### config.mk
export PLATFORM = sky130hd
export DESIGN_NAME = dmem_access_unit
export DESIGN_NICKNAME = d
export VERILOG_FILES = /design/src/rtl/rv_mem_pkg.sv /design/src/rtl/store_align.sv /design/src/rtl/dmem_access_unit.sv
export SDC_FILE = /design/constraint.sdc
export NUM_CORES = 1
export LEC_CHECK = 0
export BUFFER_PORTS_ARGS = -buffer_cell sky130_fd_sc_hd__buf_2
export CAP_MARGIN = 20
export CORE_MARGIN = 5
export CORE_UTILIZATION = 50
export CTS_CLUSTER_SIZE = 14
export DETAILED_ROUTE_END_ITERATION = 6
export PLACE_DENSITY = 0.8
export SLEW_MARGIN = 20
export SYNTH_ARGS = -nofsm -noshare
export SYNTH_HDL_FRONTEND = slang
export SYNTH_HIERARCHICAL = 1
export SYNTH_SLANG_ARGS = --single-unit
### constraint.sdc
create_clock -name clk -period 5.2 [get_ports clk]
set_input_delay 0.52 -clock clk [delete_from_list [all_inputs] [get_ports clk]]
set_output_delay 0.52 -clock clk [all_outputs]
set_load 0.02 [all_outputs]
### src/rtl/rv_mem_pkg.sv
// Shared MEM-stage definitions: RV32I load/store funct3 codes,
// FSM state encoding, load-type flags and small decode helpers.
package rv_mem_pkg;

   localparam logic [2:0] F3_LB  = 3'b000;
   localparam logic [2:0] F3_LH  = 3'b001;
   localparam logic [2:0] F3_LW  = 3'b010;
   localparam logic [2:0] F3_LBU = 3'b100;
   localparam logic [2:0] F3_LHU = 3'b101;
   localparam logic [2:0] F3_SB  = 3'b000;
   localparam logic [2:0] F3_SH  = 3'b001;
   localparam logic [2:0] F3_SW  = 3'b010;

   typedef enum logic [1:0] {
      S_IDLE = 2'd0,
      S_REQ  = 2'd1,
      S_RSP  = 2'd2,
      S_DONE = 2'd3
   } state_e;

   typedef struct packed {
      logic lb;
      logic lbu;
      logic lh;
      logic lhu;
      logic lw;
   } ld_type_t;

   function automatic logic f3_legal(
      input logic       we,
      input logic [2:0] f3
   );
      logic ok;
      if (we) begin
         ok = (f3 == F3_SB) || (f3 == F3_SH) ||
              (f3 == F3_SW);
      end else begin
         ok = (f3 == F3_LB)  || (f3 == F3_LH)  ||
              (f3 == F3_LW)  || (f3 == F3_LBU) ||
              (f3 == F3_LHU);
      end
      return ok;
   endfunction

   function automatic ld_type_t ld_decode(
      input logic [2:0] f3
   );
      ld_type_t t;
      t = '0;
      case (f3)
         F3_LB:   t.lb  = 1'b1;
         F3_LBU:  t.lbu = 1'b1;
         F3_LH:   t.lh  = 1'b1;
         F3_LHU:  t.lhu = 1'b1;
         F3_LW:   t.lw  = 1'b1;
         default: t = '0;
      endcase
      return t;
   endfunction

endpackage

### src/rtl/store_align.sv
// Store lane alignment: replicates rs2 across byte lanes, builds the
// byte-enable mask and flags misaligned half/word accesses.
// Ports: funct3_i, off_i, rs2_i -> be_o, wdata_o, misalign_o.
module store_align
   import rv_mem_pkg::*;
(
   input  logic [2:0]  funct3_i,
   input  logic [1:0]  off_i,
   input  logic [31:0] rs2_i,
   output logic [3:0]  be_o,
   output logic [31:0] wdata_o,
   output logic        misalign_o
);

   logic is_b;
   logic is_h;
   logic is_w;

   // Size field is shared by loads and stores, so misalign
   // is valid for both directions.
   assign is_b = funct3_i[1:0] == F3_SB[1:0];
   assign is_h = funct3_i[1:0] == F3_SH[1:0];
   assign is_w = funct3_i[1:0] == F3_SW[1:0];

   always_comb begin
      be_o       = 4'b0000;
      wdata_o    = '0;
      misalign_o = 1'b0;
      unique case (1'b1)
         is_b: begin
            be_o    = 4'b0001 << off_i;
            wdata_o = {4{rs2_i[7:0]}};
         end
         is_h: begin
            be_o       = 4'b0011 << off_i;
            wdata_o    = {2{rs2_i[15:0]}};
            misalign_o = off_i[0];
         end
         is_w: begin
            be_o       = 4'b1111;
            wdata_o    = rs2_i;
            misalign_o = |off_i;
         end
         default: begin
            be_o = 4'b0000;
         end
      endcase
   end

endmodule

### src/rtl/dmem_access_unit.sv
// MEM-stage data-memory access controller: one load/store per op,
// req/gnt/rvalid handshake, pipeline stall, timeout and load capture.
// Ports: req_* from EX/MEM; dmem_* to/from data memory; stall/fault
// to the pipeline; ld_* raw word, offset and type for load extraction.
module dmem_access_unit
   import rv_mem_pkg::*;
#(
   parameter int ADDR_W  = 32,
   parameter int TIMEOUT = 255,
   parameter int TO_W    = 8
) (
   input  logic              clk,
   input  logic              rst_n,
   input  logic              req_valid,
   input  logic              req_we,
   input  logic [2:0]        req_funct3,
   input  logic [ADDR_W-1:0] req_addr,
   input  logic [31:0]       req_wdata,
   output logic              stall,
   output logic              fault,
   output logic              dmem_req,
   output logic              dmem_we,
   output logic [ADDR_W-1:0] dmem_addr,
   output logic [3:0]        dmem_be,
   output logic [31:0]       dmem_wdata,
   input  logic              dmem_gnt,
   input  logic              dmem_rvalid,
   input  logic [31:0]       dmem_rdata,
   output logic              ld_valid,
   output logic [31:0]       ld_data,
   output logic [1:0]        ld_off,
   output logic              ld_lb,
   output logic              ld_lbu,
   output logic              ld_lh,
   output logic              ld_lhu,
   output logic              ld_lw
);

   state_e            state_q;
   state_e            state_d;
   logic [TO_W-1:0]   cnt_q;
   logic [TO_W-1:0]   cnt_d;
   logic              fault_q;
   logic              fault_d;
   logic              we_q;
   logic [2:0]        f3_q;
   logic [ADDR_W-1:0] addr_q;
   logic [1:0]        off_q;
   logic [3:0]        be_q;
   logic [31:0]       wdata_q;
   logic [31:0]       ld_data_q;
   logic [1:0]        ld_off_q;
   ld_type_t          ld_type_q;

   logic              latch;
   logic              cap;
   logic              op_ok;
   logic              to_hit;
   logic [3:0]        sa_be;
   logic [31:0]       sa_wdata;
   logic              sa_mis;

   store_align u_align (
      .funct3_i   (req_funct3),
      .off_i      (req_addr[1:0]),
      .rs2_i      (req_wdata),
      .be_o       (sa_be),
      .wdata_o    (sa_wdata),
      .misalign_o (sa_mis)
   );

   assign op_ok  = f3_legal(req_we, req_funct3) && !sa_mis;
   // cnt_q counts cycles already spent in REQ/RSP, so this is
   // the last permitted cycle of the access.
   assign to_hit = cnt_q == TO_W'(TIMEOUT - 1);

   always_comb begin
      state_d = state_q;
      cnt_d   = cnt_q;
      fault_d = fault_q;
      latch   = 1'b0;
      cap     = 1'b0;
      unique case (state_q)
         S_IDLE: begin
            if (req_valid) begin
               latch = 1'b1;
               if (op_ok) begin
                  fault_d = 1'b0;
                  cnt_d   = '0;
                  state_d = S_REQ;
               end else begin
                  fault_d = 1'b1;
                  state_d = S_DONE;
               end
            end
         end
         S_REQ: begin
            cnt_d = cnt_q + TO_W'(1);
            if (dmem_gnt) begin
               state_d = we_q ? S_DONE : S_RSP;
            end else if (to_hit) begin
               fault_d = 1'b1;
               state_d = S_DONE;
            end
         end
         S_RSP: begin
            cnt_d = cnt_q + TO_W'(1);
            if (dmem_rvalid) begin
               cap     = 1'b1;
               state_d = S_DONE;
            end else if (to_hit) begin
               fault_d = 1'b1;
               state_d = S_DONE;
            end
         end
         S_DONE: begin
            state_d = S_IDLE;
         end
         default: begin
            state_d = S_IDLE;
         end
      endcase
   end

   always_ff @(posedge clk or negedge rst_n) begin
      if (!rst_n) begin
         state_q <= S_IDLE;
         cnt_q   <= '0;
         fault_q <= 1'b0;
      end else begin
         state_q <= state_d;
         cnt_q   <= cnt_d;
         fault_q <= fault_d;
      end
   end

   always_ff @(posedge clk or negedge rst_n) begin
      if (!rst_n) begin
         we_q    <= 1'b0;
         f3_q    <= 3'b000;
         addr_q  <= '0;
         off_q   <= 2'b00;
         be_q    <= 4'b0000;
         wdata_q <= '0;
      end else if (latch) begin
         we_q    <= req_we;
         f3_q    <= req_funct3;
         addr_q  <= {req_addr[ADDR_W-1:2], 2'b00};
         off_q   <= req_addr[1:0];
         be_q    <= req_we ? sa_be : 4'b0000;
         wdata_q <= sa_wdata;
      end
   end

   // Load results persist across stores and faults until the
   // next load's data returns.
   always_ff @(posedge clk or negedge rst_n) begin
      if (!rst_n) begin
         ld_data_q <= '0;
         ld_off_q  <= 2'b00;
         ld_type_q <= '0;
      end else if (cap) begin
         ld_data_q <= dmem_rdata;
         ld_off_q  <= off_q;
         ld_type_q <= ld_decode(f3_q);
      end
   end

   // rst_n gates stall so a held req_valid cannot keep the
   // pipeline frozen while the unit is being reset.
   assign stall      = rst_n && req_valid &&
                       (state_q != S_DONE);
   assign dmem_req   = state_q == S_REQ;
   assign dmem_we    = dmem_req && we_q;
   assign dmem_addr  = dmem_req ? addr_q : '0;
   assign dmem_be    = dmem_req ? be_q : 4'b0000;
   assign dmem_wdata = dmem_req ? wdata_q : '0;

   assign fault    = (state_q == S_DONE) && fault_q;
   assign ld_valid = (state_q == S_DONE) && !fault_q &&
                     !we_q;
   assign ld_data  = ld_data_q;
   assign ld_off   = ld_off_q;
   assign ld_lb    = ld_type_q.lb;
   assign ld_lbu   = ld_type_q.lbu;
   assign ld_lh    = ld_type_q.lh;
   assign ld_lhu   = ld_type_q.lhu;
   assign ld_lw    = ld_type_q.lw;

endmodule

==> results by group, run 1 <==
STA
  – RSZ-0062 raised after global routing: false
  – Post-Route Setup TNS: 0 ps
  – Worst slew margin: 38.1%
  – Highest Clock Rate: 383 MHz
  – # setup viols final: 0
  – Period utilisation layout: 50.3%
  – Hold Vio Cnt, Final: 0
  – Slew Limit Fails: 0
  – Clock skew: 5.15 ps
  – Time the worst path needs with I/O delays and setup: 2610 ps
  – Worst-margin pin slew: 925 ps

Critical path
  – CP endpoint: cnt_q[6]
  – Worst flop-to-flop path startpoint: state_q[1]
  – Slowest-stage cell, CP: ha_1
  – Worst path required time: 5490 ps
  – FF-to-FF path depth: 6
  – Critical path arrival: 2910 ps
  – Startpoint Class: primary input
  – Reg2reg setup slack: 2620 ps
  – Max stage delay on crit path: 810 ps
  – Setup CP Type: in -> reg
  – CP Max Fanout: 26
  – Worst path bufs/invs: 1
  – CP Capture Type: register
  – Critical path depth: 8
  – R2r endpoint: cnt_q[5]
  – Cell family with most CP delay: compound AO/OA/AOI/OAI gates
  – Worst Setup SP: req_funct3[1]
  – CP cell instances: buf_2, ha_1, o21ai_0, a21boi_0, and2b_1, o21ai_4, a2111oi_0, a211o_1

Clocking
  – Worst-Skew Late Latency: 410 ps
  – # resized after CTS: 0
  – Worst-path clk slew: 60 ps
  – Sink Count: 122
  – Num CTS Buffers: 17
  – CTS tree: done
  – Root buffer cell: clkbuf_16
  – Post-CTS setup buffers: 0
  – Bufs on Longest Clock Path: 2
  – Cts hold-fix bufs: 0
  – H-Tree Level Count: 4

Place
  – Dpl hpwl: 10.6 mm
  – IO Port Bufs: 214
  – Dpl cell area: 7100 um^2
  – RePlAce Congestion: 0.851

Route
  – DRT Wirelength: 14.8 mm
  – DRC: 0
  – Via-per-instance ratio: 5.34
  – Post-route ant nets: 0
  – Routed len/inst: 16.8 um
  – Via count: 4707
  – Drt pass-1 iters: 5
  – DRT iter0 DRCs: 309

Layout
  – Area growth, synth to finish: 28.8%
  – Layout net count: 835
  – Final instance area: 7760 um^2
  – Multi-input gate area: 2740 um^2
  – Register area: 3050 um^2
  – FILL cells: 926
  – Share of cells above drive strength 1: 47.2%

Global routing
  – Gr usage total: 21.0%
  – Initial antenna violation count: 2
  – First-pass GRT wire length: 24.1 mm
  – Largest net degree at the start of global routing: 73
  – Vias in the first global route: 4844
  – Total gr overflow: 0

Floorplanning
  – Die Wd: 120 um
  – Core area: 11900 um^2
  – Die Y: 120 um
  – Area of the die: 14300 um^2
  – Row count: 40
  – Num ports: 217
  – Initial core utilization: 50.6%

Synthesis
  – Largest area contributor in the netlist: dfrtp_1
  – Simple-Gate Fraction of Synth Area: 14.1%
  – Seq/Total Area, Yosys: 50.7%
  – Compound-gate portion of the synthesized area: 10.0%
  – Mux cell area share after synthesis: 19.0%
  – Avg Inst Size Synth: 11.7 um^2
  – Mapped Area: 6020 um^2
  – Post-Synthesis Cells: 517
  – Post-synth top area share: 50.7%
  – Seq cells post-synth: 122
  – Adder-Cell Fraction of Synth Area: 2.08%
  – Ys Warns: 6
  – Main combinational cell family by area after synthesis: multiplexers
  – Synth top area cells: dfrtp_1, mux2_2, and2_1, mux2_1, nand2_1
  – Yosys cell types: 53
  – Xor/xnor cell area share of the yosys netlist: 0%

Power
  – Power per cell area: 601 nW/um^2
  – Maximum VDD drop: 0.000410 V
  – Pleak: 3.85 nW
  – Total Power: 0.00466 W

Run
  – Max Cap Viol: 0

Run status
  – Status: complete, no violations

Min path
  – HP Class: in -> async
## stage by stage
stage / instances / setup slack, ps / hold slack (ps) / util, %
after floorplan: 518 / 3090 / 224 / -
after global placement: 847 / 2300 / 460 / 59.6
after detailed placement: 847 / 2190 / 464 / 59.6
after CTS: 879 / 2330 / 208 / 64.9
after global routing: 882 / 2370 / 254 / 65.1
final: 882 / 2590 / 189 / 65.1
## power by group
part	switching [W]	internal, W
sequential	0.000253	0.00142
clock	0.000433	0.000816
combinational	0.000961	0.000781
total	0.00165	0.00302
## state kept, by name, indices dropped and copies added (netlist names), 3 cells and up
name	count
ld_data	32
wdata_q	32
addr_q	30
cnt_q	8
be_q	4
f3_q	3
## Yosys cell counts, drive strengths merged
library cell	instances
nand2b	6
or2	2
buf	21
a21oi	24
dfrtp	122
nand3	4
o21ai	21
mux2	100
a31oi	1
a222oi	2
a22o	4
a32oi	1
a22oi	9
and3	2
inv	10
a2111o	1
conb	1
nor2	9
nor3b	11
nand2	44
a21o	2
o21a	1
a211o	3
o311ai	1
ha	10
clkbuf	12
and2b	1
nor3	2
o211ai	1
and2	70
o31ai	3
mux2i	2
a211oi	3
nand3b	1
o21bai	2
a21boi	2
o41ai	1
nand4	1
a2111oi	4
## worst reg2reg max path: stages (launching register included)
cell	delay [ps]
dfrtp_1	430
inv_1	120
ha_1	500
and2_4	820
o211ai_1	340
nand2b_1	160
mux2i_1	80
## final cells by class
class,count,area share (%)
repair buffers,216,14.2
clock buffers,18,5.66
clock inverters,14,2.53
inverters,10,0.484
well taps,147,2.37
multi-input cells,353,35.4
diodes,2,0.0645
flip-flops and latches,122,39.3
## placed cells by master, fill, tap and decap left out, types with 6 or more instances in the layout
cell type	count
a22oi_1	8
nor3b_1	11
mux2_2	84
o21ai_0	16
nand2b_1	6
a21oi_1	23
inv_1	10
buf_2	213
nor2_1	8
and2_1	69
ha_1	8
nand2_1	43
mux2_1	16
dfrtp_1	122
clkbuf_16	17
## how the worst min path moves through the flow
stage / to / slack, ps / depth (start not counted)
after floorplan: addr_q[10] / 220 / 0
final: addr_q[6] / 190 / 1
after global placement: addr_q[30] / 460 / 1
after detailed placement: be_q[2] / 460 / 2
after global routing: addr_q[6] / 250 / 1
after CTS: addr_q[9] / 210 / 1
## cells by family after synthesis
kind of cell	Yosys count
other	1
adders and majority gates	10
DFF	122
and+or+nand+nor	153
muxes	102
buffers and inverters	43
AOI/OAI and AO/OA	86
## layer usage
layer	routed length, um	vias up	track usage, %
met5	0	-	0
met4	425	0	9.81
met3	1320	34	7.16
met2	7130	208	33.2
met1	5920	2255	26.0
li1	-	2210	-
Power figures use the tool's default switching activity.
==> run 2: changes to the inputs <==
--- a/config.mk
+++ b/config.mk
@@ -8,10 +8,10 @@
 export BUFFER_PORTS_ARGS = -buffer_cell sky130_fd_sc_hd__buf_2
 export CAP_MARGIN = 20
 export CORE_MARGIN = 5
-export CORE_UTILIZATION = 50
+export CORE_UTILIZATION = 45
 export CTS_CLUSTER_SIZE = 14
 export DETAILED_ROUTE_END_ITERATION = 6
-export PLACE_DENSITY = 0.8
+export PLACE_DENSITY = 0.76
 export SLEW_MARGIN = 20
 export SYNTH_ARGS = -nofsm -noshare
 export SYNTH_HDL_FRONTEND = slang
==> constraint.sdc (replaced) <==
create_clock -name clk -period 2.27 [get_ports clk]
set_input_delay 0.227 -clock clk [delete_from_list [all_inputs] [get_ports clk]]
set_output_delay 0.227 -clock clk [all_outputs]
set_load 0.02 [all_outputs]
==> results by group, run 2 (synthesis results as in run 1) <==
Layout
  – Area growth, synth to finish: 31.6%
  – Layout net count: 848
  – FILL cells: 1064
  – Final instance area: 7930 um^2
  – Share of cells above drive strength 1: 47.4%
  – Most frequent cells in the layout: buf_2, dfrtp_1, mux2_2
  – Commonest non-fill, non-tap cell in the layout: buf_2

Run
  – Max Cap Viol: 0

Power
  – Comb power frac: 37.9%
  – Power per cell area: 1360 nW/um^2
  – Maximum VDD drop: 0.000881 V
  – Sw Share: 34.4%
  – Power share of the clock group: 26.5%
  – Cell internal pwr: 0.00707 W
  – Sequential share of power: 35.5%
  – Pleak: 3.93 nW
  – NetSw: 0.00370 W
  – Total Power: 0.0108 W

Place
  – IO Port Bufs: 214
  – Dpl cell area: 7280 um^2
  – Worst slack, placed: 268 ps
  – Dpl hpwl: 11.1 mm
  – RePlAce Congestion: 0.812

Global routing
  – Largest net degree at the start of global routing: 123
  – Total gr overflow: 0
  – Initial antenna violation count: 2
  – Vias in the first global route: 4963
  – First-pass GRT wire length: 24.8 mm
  – Gr usage total: 19.4%

Route
  – DRT iter0 DRCs: 189
  – Routed len/inst: 16.4 um
  – Via count: 4688
  – Drt pass-1 iters: 4
  – Post-route ant nets: 0
  – Via-per-instance ratio: 5.08
  – DRC: 0
  – DRT Wirelength: 15.1 mm

Critical path
  – Startpoint Class: register
  – Setup CP Type: reg -> out
  – CP Max Fanout: 37
  – Reg2reg setup slack: 360 ps
  – CP Capture Type: primary output
  – R2r endpoint: cnt_q[4]
  – Worst path required time: 2040 ps
  – FF-to-FF path depth: 6
  – Worst flop-to-flop path startpoint: state_q[0]
  – Critical path arrival: 1910 ps

STA
  – Time the worst path needs with I/O delays and setup: 2140 ps
  – Slew Limit Fails: 0
  – Final setup margin: 133 ps
  – Hold Vio Cnt, Final: 0
  – Worst-margin pin slew: 769 ps
  – Post-Route Setup TNS: 0 ps
  – # setup viols final: 0
  – RSZ-0062 raised after global routing: false
  – Clock skew: 4.68 ps
  – Worst slew margin: 48.7%
  – Period utilisation layout: 94.2%
  – Highest Clock Rate: 468 MHz

Floorplanning
  – Num ports: 217
  – Die Wd: 126 um
  – Die Y: 126 um
  – Area of the die: 15800 um^2
  – Core area: 13200 um^2
  – Initial core utilization: 45.7%
  – Row count: 42

Clocking
  – Num CTS Buffers: 17
  – Sink Count: 122
  – Worst-Skew Late Latency: 410 ps
  – CTS tree: done
  – Worst-path clk slew: 50 ps
  – H-Tree Level Count: 4
  – Bufs on Longest Clock Path: 2
  – Root buffer cell: clkbuf_16

Min path
  – Hold Path Depth: 2
  – Hold path startpoint: req_addr[16]
  – Hold path endpoint: addr_q[16]
  – HP Class: in -> reg

Run status
  – Status: complete, no violations
[run 2: cell types whose count changed in the layout (fill, tap and decap cells not counted), sizes merged]
cell and delta:
dlygate4sd3 +1, buf +12, clkinvlp -2, clkbuf +6
clkinv -4, inv -1
[run 2: final cells by class]
cell class	instances	area [um^2]	area share, %
Inverter	10	37.5	0.473
Sequential cell	122	3050	38.5
Antenna cell	2	5.00	0.0631
Multi-Input combinational cell	353	2740	34.6
Tap cell	176	220	2.78
Clock buffer	24	492	6.20
Timing Repair Buffer	229	1240	15.7
Clock inverter	7	138	1.74
[run 2: repair_timing]
| item | CTS | global route |
|---|---|---|
| hold endpoints to repair | 112 | 0 |
| endpoints found under the setup margin | 7 | 0 |
| gates resized for setup | 1 | 0 |
| buffers inserted | 0 | 0 |
| hold buffers | 1 | 0 |
[run 2: per-layer routing]
layer / global-route usage (%) / part of all wire (%) / vias up
met1: 24.1 / 41 / 2272
met4: 7.97 / 1.7 / 0
met5: 0 / 0 / -
li1: - / - / 2235
met2: 31.4 / 49 / 165
met3: 6.31 / 7.6 / 16
[run 2: critical path, stage by stage, from the launching register on]
cell     delay (ps)
dfrtp_1         420
inv_1           110
ha_2            360
buf_6           270
and2_1          160
buf_2           160
[run 2: how the worst max path moves through the flow]
stage | start | endpoint | slack (ps) | cells after the start
3_3_place_gp | req_funct3[0] | cnt_q[7] | 360 | 8
3_5_place_dp | req_funct3[0] | cnt_q[5] | 270 | 8
5_1_grt | state_q[1] | dmem_addr[11] | 5 | 5
6_report | state_q[1] | dmem_be[0] | 130 | 5
4_1_cts | state_q[1] | dmem_addr[20] | 80 | 5
2_1_floorplan | req_funct3[1] | cnt_q[4] | 450 | 9
[run 2: power groups by stage]
stage                     registers (W)  clock network, W  logic [W]
after floorplan                 0.00413                 0    0.00247
after global placement          0.00379                 0    0.00403
after detailed placement        0.00385                 0    0.00414
after CTS                       0.00383           0.00292    0.00415
after global routing            0.00398           0.00304    0.00446
final                           0.00383           0.00286    0.00409
[run 2: metrics by stage]
step / hold slack [ps] / util (%) / cells
after floorplan: -68.6 / - / 518
after global placement: 412 / 55.2 / 889
after detailed placement: 419 / 55.2 / 889
after CTS: 18.1 / 60.1 / 921
after global routing: 23.9 / 60.1 / 923
final: 39.8 / 60.1 / 923
